===== src/rtl/rca_word_serial_ctrl.sv =====
// Word-serial wide adder: one WIDTH-bit ripple-carry slice per clock, LSB first,
// with a registered carry linking slices and valid/ready channels on both sides.

module Nbit_RCA #(
  parameter int N = 10
) (
  input  logic [N-1:0] a,
  input  logic [N-1:0] b,
  input  logic         cin,
  output logic [N-1:0] s,
  output logic         cout
);
  logic [N:0] c;

  assign c[0] = cin;
  for (genvar i = 0; i < N; i++) begin : g_fa
    assign s[i]   = a[i] ^ b[i] ^ c[i];
    assign c[i+1] = (a[i] & b[i]) | (c[i] & (a[i] ^ b[i]));
  end
  assign cout = c[N];
endmodule

module rca_word_serial_ctrl #(
  parameter int WIDTH  = 10,
  parameter int NSLICE = 4,
  parameter int CNTW   = 16
) (
  input  logic                      clk,
  input  logic                      rst,
  input  logic                      in_valid,
  output logic                      in_ready,
  input  logic [WIDTH*NSLICE-1:0]   in_a,
  input  logic [WIDTH*NSLICE-1:0]   in_b,
  input  logic                      in_cin,
  output logic                      out_valid,
  input  logic                      out_ready,
  output logic [WIDTH*NSLICE-1:0]   out_sum,
  output logic                      out_cout,
  output logic                      busy,
  output logic [CNTW-1:0]           ops_done
);
  localparam int OPW  = WIDTH * NSLICE;
  localparam int IDXW = (NSLICE > 1) ? $clog2(NSLICE) : 1;

  typedef enum logic [1:0] {IDLE, RUN, DONE} state_t;

  state_t            state_q, state_d;
  logic [OPW-1:0]    a_q, a_d, b_q, b_d, sum_q, sum_d;
  logic              carry_q, carry_d, cout_q, cout_d;
  logic [IDXW-1:0]   idx_q, idx_d;
  logic [CNTW-1:0]   cnt_q, cnt_d;

  logic [WIDTH-1:0]  slice_a, slice_b, slice_s;
  logic              slice_co;

  assign slice_a = a_q[idx_q*WIDTH +: WIDTH];
  assign slice_b = b_q[idx_q*WIDTH +: WIDTH];

  Nbit_RCA #(.N(WIDTH)) u_rca (
    .a    (slice_a),
    .b    (slice_b),
    .cin  (carry_q),
    .s    (slice_s),
    .cout (slice_co)
  );

  always_comb begin
    state_d = state_q;
    a_d     = a_q;
    b_d     = b_q;
    sum_d   = sum_q;
    carry_d = carry_q;
    cout_d  = cout_q;
    idx_d   = idx_q;
    cnt_d   = cnt_q;
    unique case (state_q)
      IDLE: begin
        if (in_valid) begin
          a_d     = in_a;
          b_d     = in_b;
          carry_d = in_cin;
          idx_d   = '0;
          state_d = RUN;
        end
      end
      RUN: begin
        sum_d[idx_q*WIDTH +: WIDTH] = slice_s;
        carry_d = slice_co;
        idx_d   = idx_q + IDXW'(1);
        if (idx_q == IDXW'(NSLICE - 1)) begin
          cout_d  = slice_co;
          idx_d   = '0;
          state_d = DONE;
        end
      end
      DONE: begin
        if (out_ready) begin
          cnt_d   = cnt_q + CNTW'(1);
          state_d = IDLE;
        end
      end
      default: state_d = IDLE;
    endcase
  end

  // Reset clears everything, including any in-flight result and the op counter.
  always_ff @(posedge clk) begin
    if (rst) begin
      state_q <= IDLE;
      a_q     <= '0;
      b_q     <= '0;
      sum_q   <= '0;
      carry_q <= 1'b0;
      cout_q  <= 1'b0;
      idx_q   <= '0;
      cnt_q   <= '0;
    end else begin
      state_q <= state_d;
      a_q     <= a_d;
      b_q     <= b_d;
      sum_q   <= sum_d;
      carry_q <= carry_d;
      cout_q  <= cout_d;
      idx_q   <= idx_d;
      cnt_q   <= cnt_d;
    end
  end

  assign in_ready  = (state_q == IDLE);
  assign out_valid = (state_q == DONE);
  assign busy      = (state_q == RUN) || (state_q == DONE);
  assign out_sum   = sum_q;
  assign out_cout  = cout_q;
  assign ops_done  = cnt_q;
endmodule


===== config.mk =====
export PLATFORM = sky130hd
export DESIGN_NAME = rca_word_serial_ctrl
export DESIGN_NICKNAME = d
export VERILOG_FILES = /design/src/rtl/rca_word_serial_ctrl.sv
export SDC_FILE = /design/constraint.sdc
export NUM_CORES = 1
export LEC_CHECK = 0
export ABC_AREA = 1
export CELL_PAD_IN_SITES_DETAIL_PLACEMENT = 0
export CELL_PAD_IN_SITES_GLOBAL_PLACEMENT = 1
export CORE_UTILIZATION = 37
export CTS_BUF_LIST = sky130_fd_sc_hd__clkbuf_8
export CTS_CLUSTER_SIZE = 24
export DETAILED_ROUTE_END_ITERATION = 8
export PLACE_DENSITY = 0.91
export REMOVE_ABC_BUFFERS = 1
export SETUP_SLACK_MARGIN = 0.1
export SYNTH_ARGS = -nofsm -noshare
export SYNTH_HDL_FRONTEND = slang
export SYNTH_SLANG_ARGS = --single-unit

===== constraint.sdc =====
create_clock -name clk -period 7.25 [get_ports clk]
set_input_delay 1.45 -clock clk [delete_from_list [all_inputs] [get_ports clk]]
set_output_delay 1.45 -clock clk [all_outputs]
set_load 0.01 [all_outputs]

; ---- Word level (Yosys, flattened, before mapping)
; Index checks and enable logic that the tools add are counted.
[totals]
inputBits = 85
output_inout_bits = 60
ff_bits = 142
wordCells = 90
[op_classes]
addsub = 3
bitwise_logic = 50
eq_ne = 6
mul = 1
reduce_logical = 8
n_mux = 10
shifts = 4
[ops]
columns = operator, n
row1 = $shiftx A40 B7 Y10, 2
row2 = $bwmux W40, 1
row3 = $shift A10 B34 Y40 const A, 1
row4 = $shiftx A10 B34 Y40, 1
row5 = $neg A6 Y34, 1
row6 = $and A1 B1 Y1, 20
row7 = $xor A1 B1 Y1, 20
row8 = $add A16 B1 Y16 const B, 1
row9 = $mux W2, 5
row10 = $or A1 B1 Y1, 10
row11 = $reduce_and A2 Y1, 4
row12 = $pmux W2 S3, 1
row13 = $mul A2 B3 Y5 const B, 1
row14 = $eq A2 B2 Y1 const B, 2
row15 = $ne A2 B2 Y1 const B, 2
row16 = $pmux W2 S2, 1
row17 = $reduce_and A3 Y1, 1
row18 = $add A2 B1 Y2 const B, 1
row19 = $eq A2 B1 Y1 const B, 1
row20 = $logic_not A2 Y1, 1
row21 = $ne A2 B1 Y1 const B, 1
row22 = $pmux W1 S2, 1
row23 = $reduce_bool A2 Y1, 1
row24 = $logic_or A1 B1 Y1, 1
row25 = $mux W1, 1

; ---- Longest topological paths before layout
; Gate-level depths: netlist of the first run.
[depth]
word_depth = 24
depth_mapped = 24
mapped_depth_nobuf = 21

; ---- By module
; From an unflattened synthesis of the first run, not the netlist that was laid out.
[hier_totals]
hier_cells = 986
area_unflattened_um2 = 6951.7
[by_module_without_submodules]
columns = module, n_inst, seq_area_each_um2, area_each_um2, cells_each
row1 = rca_word_serial_ctrl, 1, 2842.7, 6713.9, 966
row2 = Nbit_RCA, 1, 0.0, 237.7, 20

; ---- Worst setup path after synthesis of the first run
; No wires, ideal clock.
[synth_path]
kind = register to register
from = reg idx_q[0]
to = reg sum_q[3] (netlist: out_sum[3])
n_path_buf = 3
path_slack_ps = 2090
period_less_slack_ps = 5160
setup_time_ps = 120
stages_incl_launch_ff = 23
required_ps = 7130
arrival_time_ps = 5040
cell_sequence = dfxtp_1 buf_4 buf_2 buf_2 nand2_1 a32o_1 fa_1 fa_1 fa_1 fa_1 fa_1 fa_1 inv_1 fa_1 fa_1 fa_1 fa_1 nand2_1 inv_2 o21ai_1 nor2_1 a21oi_1 a21oi_1
[synth_between]
elab_chain_cells = 24
word_cells_on_any_way = 54
classes_between = 1 x add/sub / 1 x mul / 4 x shift / 1 x mux / 47 x bitwise
[synth_rtl]
columns = item, line_no
row1 = start: declaration, 50  ; logic [IDXW-1:0] idx_q, idx_d;
row2 = start signal: assignment, 124  ; idx_q <= idx_d;
row3 = $mul A2 B3 Y5 *, "56, 57, 87"
row4 = "$shiftx A40 B7 Y10, on equally long branches", "56, 57"
row5 = $xor A1 B1 Y1, "17, 18"
row6 = $and A1 B1 Y1, 18  ; assign c[i+1] = (a[i] & b[i]) | (c[i] & (a[i] ^ b[i]));
row7 = $or A1 B1 Y1, 18
row8 = $and A1 B1 Y1, 18
row9 = $or A1 B1 Y1, 18
row10 = $and A1 B1 Y1, 18
row11 = (+8 left out), n/a
row12 = $or A1 B1 Y1, 18
row13 = $and A1 B1 Y1, 18
row14 = $or A1 B1 Y1, 18
row15 = $and A1 B1 Y1, 18
row16 = $or A1 B1 Y1, 18
row17 = $xor A1 B1 Y1, 17  ; assign s[i] = a[i] ^ b[i] ^ c[i];
row18 = $shiftx A10 B34 Y40, 87  ; sum_d[idx_q*WIDTH +: WIDTH] = slice_s;
row19 = $bwmux W40 *, 87
row20 = end signal: assignment, 121  ; sum_q <= sum_d;
row21 = end: declaration, 48  ; logic [OPW-1:0] a_q, a_d, b_q, b_d, sum_q, sum_d;
; Mark *: on every way between the ends. The rest lies on a longest branch, timed or not.
; A chain may end at the register's enable or synchronous reset.

; ---- Worst setup path after layout of the first run
[layout_path]
from = reg idx_q[1]
to = reg sum_q[19] (netlist: out_sum[19])
; The elaborated chain is that of the path after synthesis.

==> metrics.md, run 1 <==
| Metric | Value |
|---|---|
| Status | completed |
| Antenna violations before repair | 0 |
| Starting density of the core | 0.3777 |
| Share of cells above drive strength 1 | 0.04809 |
| Number of global-route vias before repair | 5990 |
| P_int | 1.765 mW |
| Inserted Diodes | 0 |
| Die ar. | 18880 um^2 |
| Total clock sinks | 142 |
| Via Count | 6607 |
| Power density cells | 353.5 nW/um^2 |
| Worst min path class | reg2reg |
| # setup viols final | 0 |
| Share of power burned in registers | 0.333 |
| Initial DRC Count | 468 |
| Worst R2R Start | idx_q[1]$_SDFFE_PP0P_ |
| Clk slew on worst S/H paths | 0.08 ns |
| Clock tree buffer depth | 2 |
| Row cnt | 49 |
| Post-synthesis register bit count | 142 |
| TritonCTS clock tree | yes |
| Cell mode on critical path | fa_1 |
| # DRC | 0 |
| Max IR drop VDD | 0.1624 mV |
| Least-Margin Pin Slew | 0.9055 ns |
| Placed wire-length estimate | 12.68 mm |
| First-pass GRT wire length | 28.64 mm |
| Slew headroom | 0.3964 |
| Post-CTS Setup Bufs | 0 |
| Max Clk Rate | 185.3 MHz |
| Area Overhead vs Synth | 28.16% |
| Mapped Area | 6785 um^2 |
| Crit path to | out_sum[19]$_SDFFE_PP0P_ |
| Yosys top cell area share | 0.4190 |
| P_sw | 1.310 mW |
| Die H | 137.4 um |
| Ys Warns | 0 |
| Combinational cell fraction of total power | 0.463 |
| Seq/Total Area, Yosys | 0.4190 |
| CP max stage delay | 0.62 ns |
| Worst Setup Start Kind | flop |
| Cells after synthesis | 978 |
| Area of the core | 17960 um^2 |
| Top-count cell post-synth | nor2_1 |
| Final Hold Vio Count | 0 |
| CTS Buf Count | 17 |
| Root Driver | clkbuf_8 |
| Ports | 145 |
| MaxCap Viol Count | 0 |
| Chip Width | 137.4 um |
| Routed Antenna Nets | 0 |
| Critical Path RT | 7.56 ns |
| EDFF count, synth | 0 |
| Final Max Slew Viols | 0 |
| Final min period | 5.396 ns |
| Mean Syn Cell Area | 6.938 um^2 |
| Final worst-path cycle share | 0.7442 |
| Vias/cell | 4.964 |
| Worst-Skew Late Latency | 0.45 ns |
| Crit path arrival time | 5.71 ns |
| Leakage power | 3.400 nW |
| Routed length per instance | 13.35 um |
| Critical-path cell with the highest stage delay | dfxtp_1 |
| Ranking of synthesized cells by area | dfxtp_1 (42%), nor2_1 (13%), nand2_1 (10%), o21ai_0 (8.7%), a21oi_1 (4.7%) |
| Final Skew | 0.01484 ns |
| Prevailing post-synth register cell | dfxtp_1 |
| RR Endpoint | out_sum[19]$_SDFFE_PP0P_ |
| Post-cts hold buffer count | 0 |
| CP Capture Type | flop |
| Flop-to-flop setup slack | 1.85 ns |
| Placed Area | 8305 um^2 |
| Nets | 1194 |
| Unrepaired setup endpoints after global routing | no |
| CP Cell Sequence | inv_1, a32o_1, fa_1, fa_1, fa_1, fa_1, fa_1, fa_1, inv_1, fa_1, fa_1, fa_1, fa_1, nand3_1, nand3_1, nand2_1, nor2_1, nand2_1, a21oi_1 |
| Overflow after GRT | 0 |
| CP Class | reg2reg |
| Commonest cells post-synth | nor2_1 (230), nand2_1 (189), dfxtp_1 (142) |
| Synth cell types | 32 |
| Switching share of power | 0.4260 |
| Post-route cell area | 8696 um^2 |
| Worst-path fanout max | 13 |
| Resized cells post-CTS | 0 |
| WL final | 17.77 mm |
| Largest net degree at the start of global routing | 83 |
| Total Power | 3.074 mW |
| Clock share of power | 0.204 |
| Total GRT Usage | 0.1946 |
| Synth area leader | dfxtp_1 |
| Crit. Startpoint | idx_q[1]$_SDFFE_PP0P_ |
| Final design utilization | 0.4841 |
| Port Buffers | 144 |
| Final GP Congestion | 0.8520 |
| Layout fillers | 1821 |
| H-tree levels | 4 |
| Total Neg Setup Slack | 0 ns |
| FF-to-FF path depth | 19 |
| TritonRoute pass-1 iters | 5 |
| Async set-reset flop share out of synthesis | 0 |
## flip-flops by register name (all words and copies together) (netlist names)
register	count
a_q	40
b_q	40
out_sum	40
ops_done	16
idx_q	2
state_q	2
carry_q	1
out_cout	1
## area by class of cell
type,count,area (um^2),area share
multi-input combinational,733,3516,0.4043
clock buffer,18,247.7,0.02849
sequential,142,2844,0.3271
inverter,44,165.2,0.01899
clock inverter,14,142.6,0.01640
timing repair buffer,151,1494,0.1718
tap,229,286.5,0.03295
## power groups by stage
| stage | logic [mW] | registers, mW | clock network [mW] |
|---|---|---|---|
| 5_1_grt | 1.61 | 1.04 | 0.678 |
| 4_1_cts | 1.42 | 1.03 | 0.648 |
| 2_1_floorplan | 0.948 | 1.05 | 0 |
| 3_5_place_dp | 1.42 | 1.04 | 0 |
| 3_3_place_gp | 1.41 | 1.04 | 0 |
| 6_report | 1.42 | 1.02 | 0.627 |
## worst min-delay path by stage
| stage | slack, ns | start | cells after the start | end |
|---|---|---|---|---|
| 5_1_grt | 0.49 | out_sum[30]$_SDFFE_PP0P_ | 2 | out_sum[30]$_SDFFE_PP0P_ |
| 4_1_cts | 0.47 | out_sum[20]$_SDFFE_PP0P_ | 2 | out_sum[20]$_SDFFE_PP0P_ |
| 3_3_place_gp | 0.45 | out_sum[21]$_SDFFE_PP0P_ | 2 | out_sum[21]$_SDFFE_PP0P_ |
| 2_1_floorplan | 0.45 | a_q[16]$_SDFFE_PP0P_ | 2 | a_q[16]$_SDFFE_PP0P_ |
| 6_report | 0.46 | out_sum[21]$_SDFFE_PP0P_ | 2 | out_sum[21]$_SDFFE_PP0P_ |
| 3_5_place_dp | 0.46 | out_sum[20]$_SDFFE_PP0P_ | 2 | out_sum[20]$_SDFFE_PP0P_ |
## placed cells by master, fill, tap and decap left out, types with 7 or more instances in the layout
master	synthesis	layout
a21oi_1	64	64
a32o_1	12	12
buf_4	3	7
clkbuf_8	0	18
clkdlybuf4s50_1	0	144
dfxtp_1	142	141
fa_1	10	10
ha_1	10	10
inv_1	38	38
inv_2	5	7
nand2_1	189	188
nand3_1	61	61
nand4_1	8	8
nor2_1	230	230
o21ai_0	118	118
o22ai_1	12	12
## per-stage QoR
stage	hold WS, ns	setup slack, ns	std cells
3_3_place_gp	0.4505	2.032	1299
4_1_cts	0.4687	1.884	1331
6_report	0.4633	1.854	1331
2_1_floorplan	0.4495	1.161	919
3_5_place_dp	0.4567	1.928	1299
5_1_grt	0.4901	1.545	1331
## worst max-delay path, delay by kind of cell (launching register included)
family,cells,cell delay [ns]
fa+ha+maj,10,3.39
flops,1,0.62
simple gates,5,0.54
compound gates,2,0.40
buf+inv,2,0.28
## cell families after synthesis
logic type	count (synthesis)	share of synthesized area
AOI/OAI and AO/OA	213	0.1689
xor gates and xnor gates	1	0.001291
adders and majority gates	20	0.04794
buffers and inverters	103	0.06325
DFF	142	0.4190
and+or+nand+nor	499	0.2996
## metal layers
| metal | routed length, um | vias to the layer above | GRT usage |
|---|---|---|---|
| met5 | 0 | - | 0 |
| met4 | 282 | 0 | 0.06410 |
| met3 | 771 | 20 | 0.03937 |
| met2 | 8405 | 157 | 0.3197 |
| met1 | 8306 | 2999 | 0.2536 |
| li1 | - | 3431 | - |
Power figures use the tool's default switching activity.
==> run 2, diff against run 1 <==
==> constraint.sdc (replaced) <==
create_clock -name clk -period 5.35 [get_ports clk]
set_input_delay 1.07 -clock clk [delete_from_list [all_inputs] [get_ports clk]]
set_output_delay 1.07 -clock clk [all_outputs]
set_load 0.01 [all_outputs]
==> run 2 against run 1 <==
Net effect: cell area is 0.65% higher; non-clock buffer count is 3 higher; final cell count is 0.23% higher; hold slack better by 0.0033 ns; clock power is 47% higher; first-iteration DRC count is 9.6% lower; critical endpoint is now out_sum[3]$_SDFFE_PP0P_; sequential power is 36% higher; power is 39% higher.
==> metrics.md, run 2 (synthesized netlist as in run 1, its figures left out) <==
| Metric | Value |
|---|---|
| Total GRT Usage | 0.1985 (+0.003882) |
| Least-Margin Pin Slew | 0.9218 ns (+0.01632 ns) |
| Starting density of the core | 0.3777 (unchanged) |
| Worst Hold Slack | 0.4666 ns (+0.003337 ns) |
| Share of cells above drive strength 1 | 0.05249 (+0.004394) |
| Post-CTS Setup Bufs | 0 (unchanged) |
| Status | completed |
| P_int | 2.462 mW (+40%) |
| TritonRoute pass-1 iters | 5 (unchanged) |
| CTS Buf Count | 17 (unchanged) |
| Final cell count without fillers | 1334 (+0.23%) |
| Port Buffers | 144 (unchanged) |
| CP Capture Type | flop |
| Final worst-path cycle share | 0.9225 (+0.1783) |
| # setup viols final | 0 (unchanged) |
| Die H | 137.4 um (unchanged) |
| Post-cts hold buffer count | 0 (unchanged) |
| Routed length per instance | 13.60 um (+1.9%) |
| Crit path arrival time | 5.31 ns (-0.40 ns) |
| Max IR drop VDD | 0.2223 mV (+37%) |
| Commonest non-fill, non-tap cell in the layout | nor2_1 |
| Worst-path fanout max | 6 (-7) |
| Max Clk Rate | 202.6 MHz (+9.3%) |
| Switching share of power | 0.4237 (-0.002290) |
| Final min period | 4.935 ns (-0.4603 ns) |
| TritonCTS clock tree | yes |
| Share of power burned in registers | 0.325 (-0.008) |
| Worst Hold Path Cells | 2 (unchanged) |
| WL final | 18.14 mm (+2.1%) |
| Clock tree buffer depth | 2 (unchanged) |
| Clock share of power | 0.216 (+0.012) |
| Critical Path RT | 5.72 ns (-1.84 ns) |
| Slew headroom | 0.3855 (-0.01088) |
| Total clock sinks | 142 (unchanged) |
| Unrepaired setup endpoints after global routing | no |
| Final Hold Vio Count | 0 (unchanged) |
| Inserted Diodes | 0 (unchanged) |
| Resized cells post-CTS | 0 (unchanged) |
| Leakage power | 3.430 nW (+0.86%) |
| H-tree levels | 4 (unchanged) |
| Antenna violations before repair | 0 (unchanged) |
| CP Class | reg2reg |
| Ports | 145 (unchanged) |
| Via Count | 6598 (-0.14%) |
| Placed wire-length estimate | 13.05 mm (+2.9%) |
| Largest net degree at the start of global routing | 83 (unchanged) |
| MaxCap Viol Count | 0 (unchanged) |
| Final GP Congestion | 0.8477 (-0.50%) |
| P_sw | 1.810 mW (+38%) |
| Root Driver | clkbuf_8 |
| Combinational cell fraction of total power | 0.460 (-0.003) |
| Row cnt | 49 (unchanged) |
| # DRC | 0 (unchanged) |
| FF-to-FF path depth | 20 (+1) |
| Most frequent cells in the layout | nor2_1 (230), nand2_1 (188), clkdlybuf4s50_1 (144) |
| First-pass GRT wire length | 28.93 mm (+1.0%) |
| Initial DRC Count | 423 (-9.6%) |
| Area of the core | 17960 um^2 (unchanged) |
| Area Overhead vs Synth | 28.99% |
| Worst Setup Start Kind | flop |
| Nets | 1197 (+0.25%) |
| Dpl cells | 1302 (+0.23%) |
| Routed Antenna Nets | 0 (unchanged) |
| Clk slew on worst S/H paths | 0.09 ns (about the same) |
| Worst-Skew Late Latency | 0.48 ns (+0.03 ns) |
| Chip Width | 137.4 um (unchanged) |
| Final Max Slew Viols | 0 (unchanged) |
| Worst min path class | reg2reg |
| Overflow after GRT | 0 (unchanged) |
| Number of global-route vias before repair | 5984 (-0.10%) |
| Power density cells | 488.1 nW/um^2 (+38%) |
| Final Skew | 0.01188 ns (-0.002963 ns) |
| Die ar. | 18880 um^2 (unchanged) |
| Vias/cell | 4.946 (-0.36%) |
-- run 2: cell types whose count changed in the layout (fill, tap and decap cells not counted) --
| cell | change |
|---|---|
| inv_1 | -2 |
| clkbuf_8 | +1 |
| clkinvlp_4 | -1 |
| clkinv_4 | +1 |
| inv_6 | -1 |
| bufinv_16 | +1 |
| buf_4 | +3 |
| clkinv_2 | +1 |
-- run 2: worst paths after layout --
path                                                from                  endpoint  slack [ns]
worst max register to register     idx_q[0]$_SDFFE_PP0P_   out_sum[3]$_SDFFE_PP0P_        0.41
worst max-delay path               idx_q[0]$_SDFFE_PP0P_   out_sum[3]$_SDFFE_PP0P_        0.41
worst min-delay path            out_sum[21]$_SDFFE_PP0P_  out_sum[21]$_SDFFE_PP0P_        0.47
worst min register to register  out_sum[21]$_SDFFE_PP0P_  out_sum[21]$_SDFFE_PP0P_        0.47
-- run 2: cell type report --
type	instances	area (um^2)
timing repair buffer	154	1516
clock buffer	19	261.5
multi-input combinational	733	3516
inverter	44	165.2
tap	229	286.5
sequential	142	2844
clock inverter	13	162.7
fill	1866	9211
-- run 2: critical path: stages (launching register included) --
cell     delay [ns]
dfxtp_2        0.36
inv_2          0.10
nand2_1        0.06
a32o_1         0.23
fa_1           0.40
fa_1           0.38
fa_1           0.39
fa_1           0.39
fa_1           0.39
fa_1           0.36
inv_1          0.08
fa_1           0.18
fa_1           0.18
fa_1           0.18
fa_1           0.52
nand2_1        0.15
inv_2          0.05
o21ai_1        0.15
nor2_1         0.07
a21oi_1        0.13
a21oi_1        0.08
-- run 2: per-layer routing --
layer | wire length, um | track usage | part of all wire | vias to the layer above
li1 | - | - | - | 3431
met1 | 8480 | 0.2544 | 0.47 | 2982
met2 | 8534 | 0.3252 | 0.47 | 158
met3 | 760 | 0.03900 | 0.042 | 27
met4 | 363 | 0.08059 | 0.020 | 0
met5 | 0 | 0 | 0 | -
-- run 2: power groups by stage --
stage               sequential (mW)  clock (mW)  combinational, mW
global route                   1.41       0.986               2.21
global placement               1.41           0               1.93
CTS                            1.39       0.940               1.96
detailed placement             1.41           0               1.95
finish                         1.39       0.921               1.96
floorplan                      1.42           0               1.28
-- run 2: stage by stage --
stage	util	area (um^2)	setup TNS (ns)	setup WS, ns	power [mW]
finish	0.4872	8752	0	0.4147	4.272
global route	0.4872	8752	0	0.1247	4.603
CTS	0.4872	8752	0	0.4100	4.283
detailed placement	0.4636	8328	0	0.4220	3.362
global placement	0.4636	8328	0	0.5138	3.339
floorplan	-	6521	-19.43	-0.7394	2.708
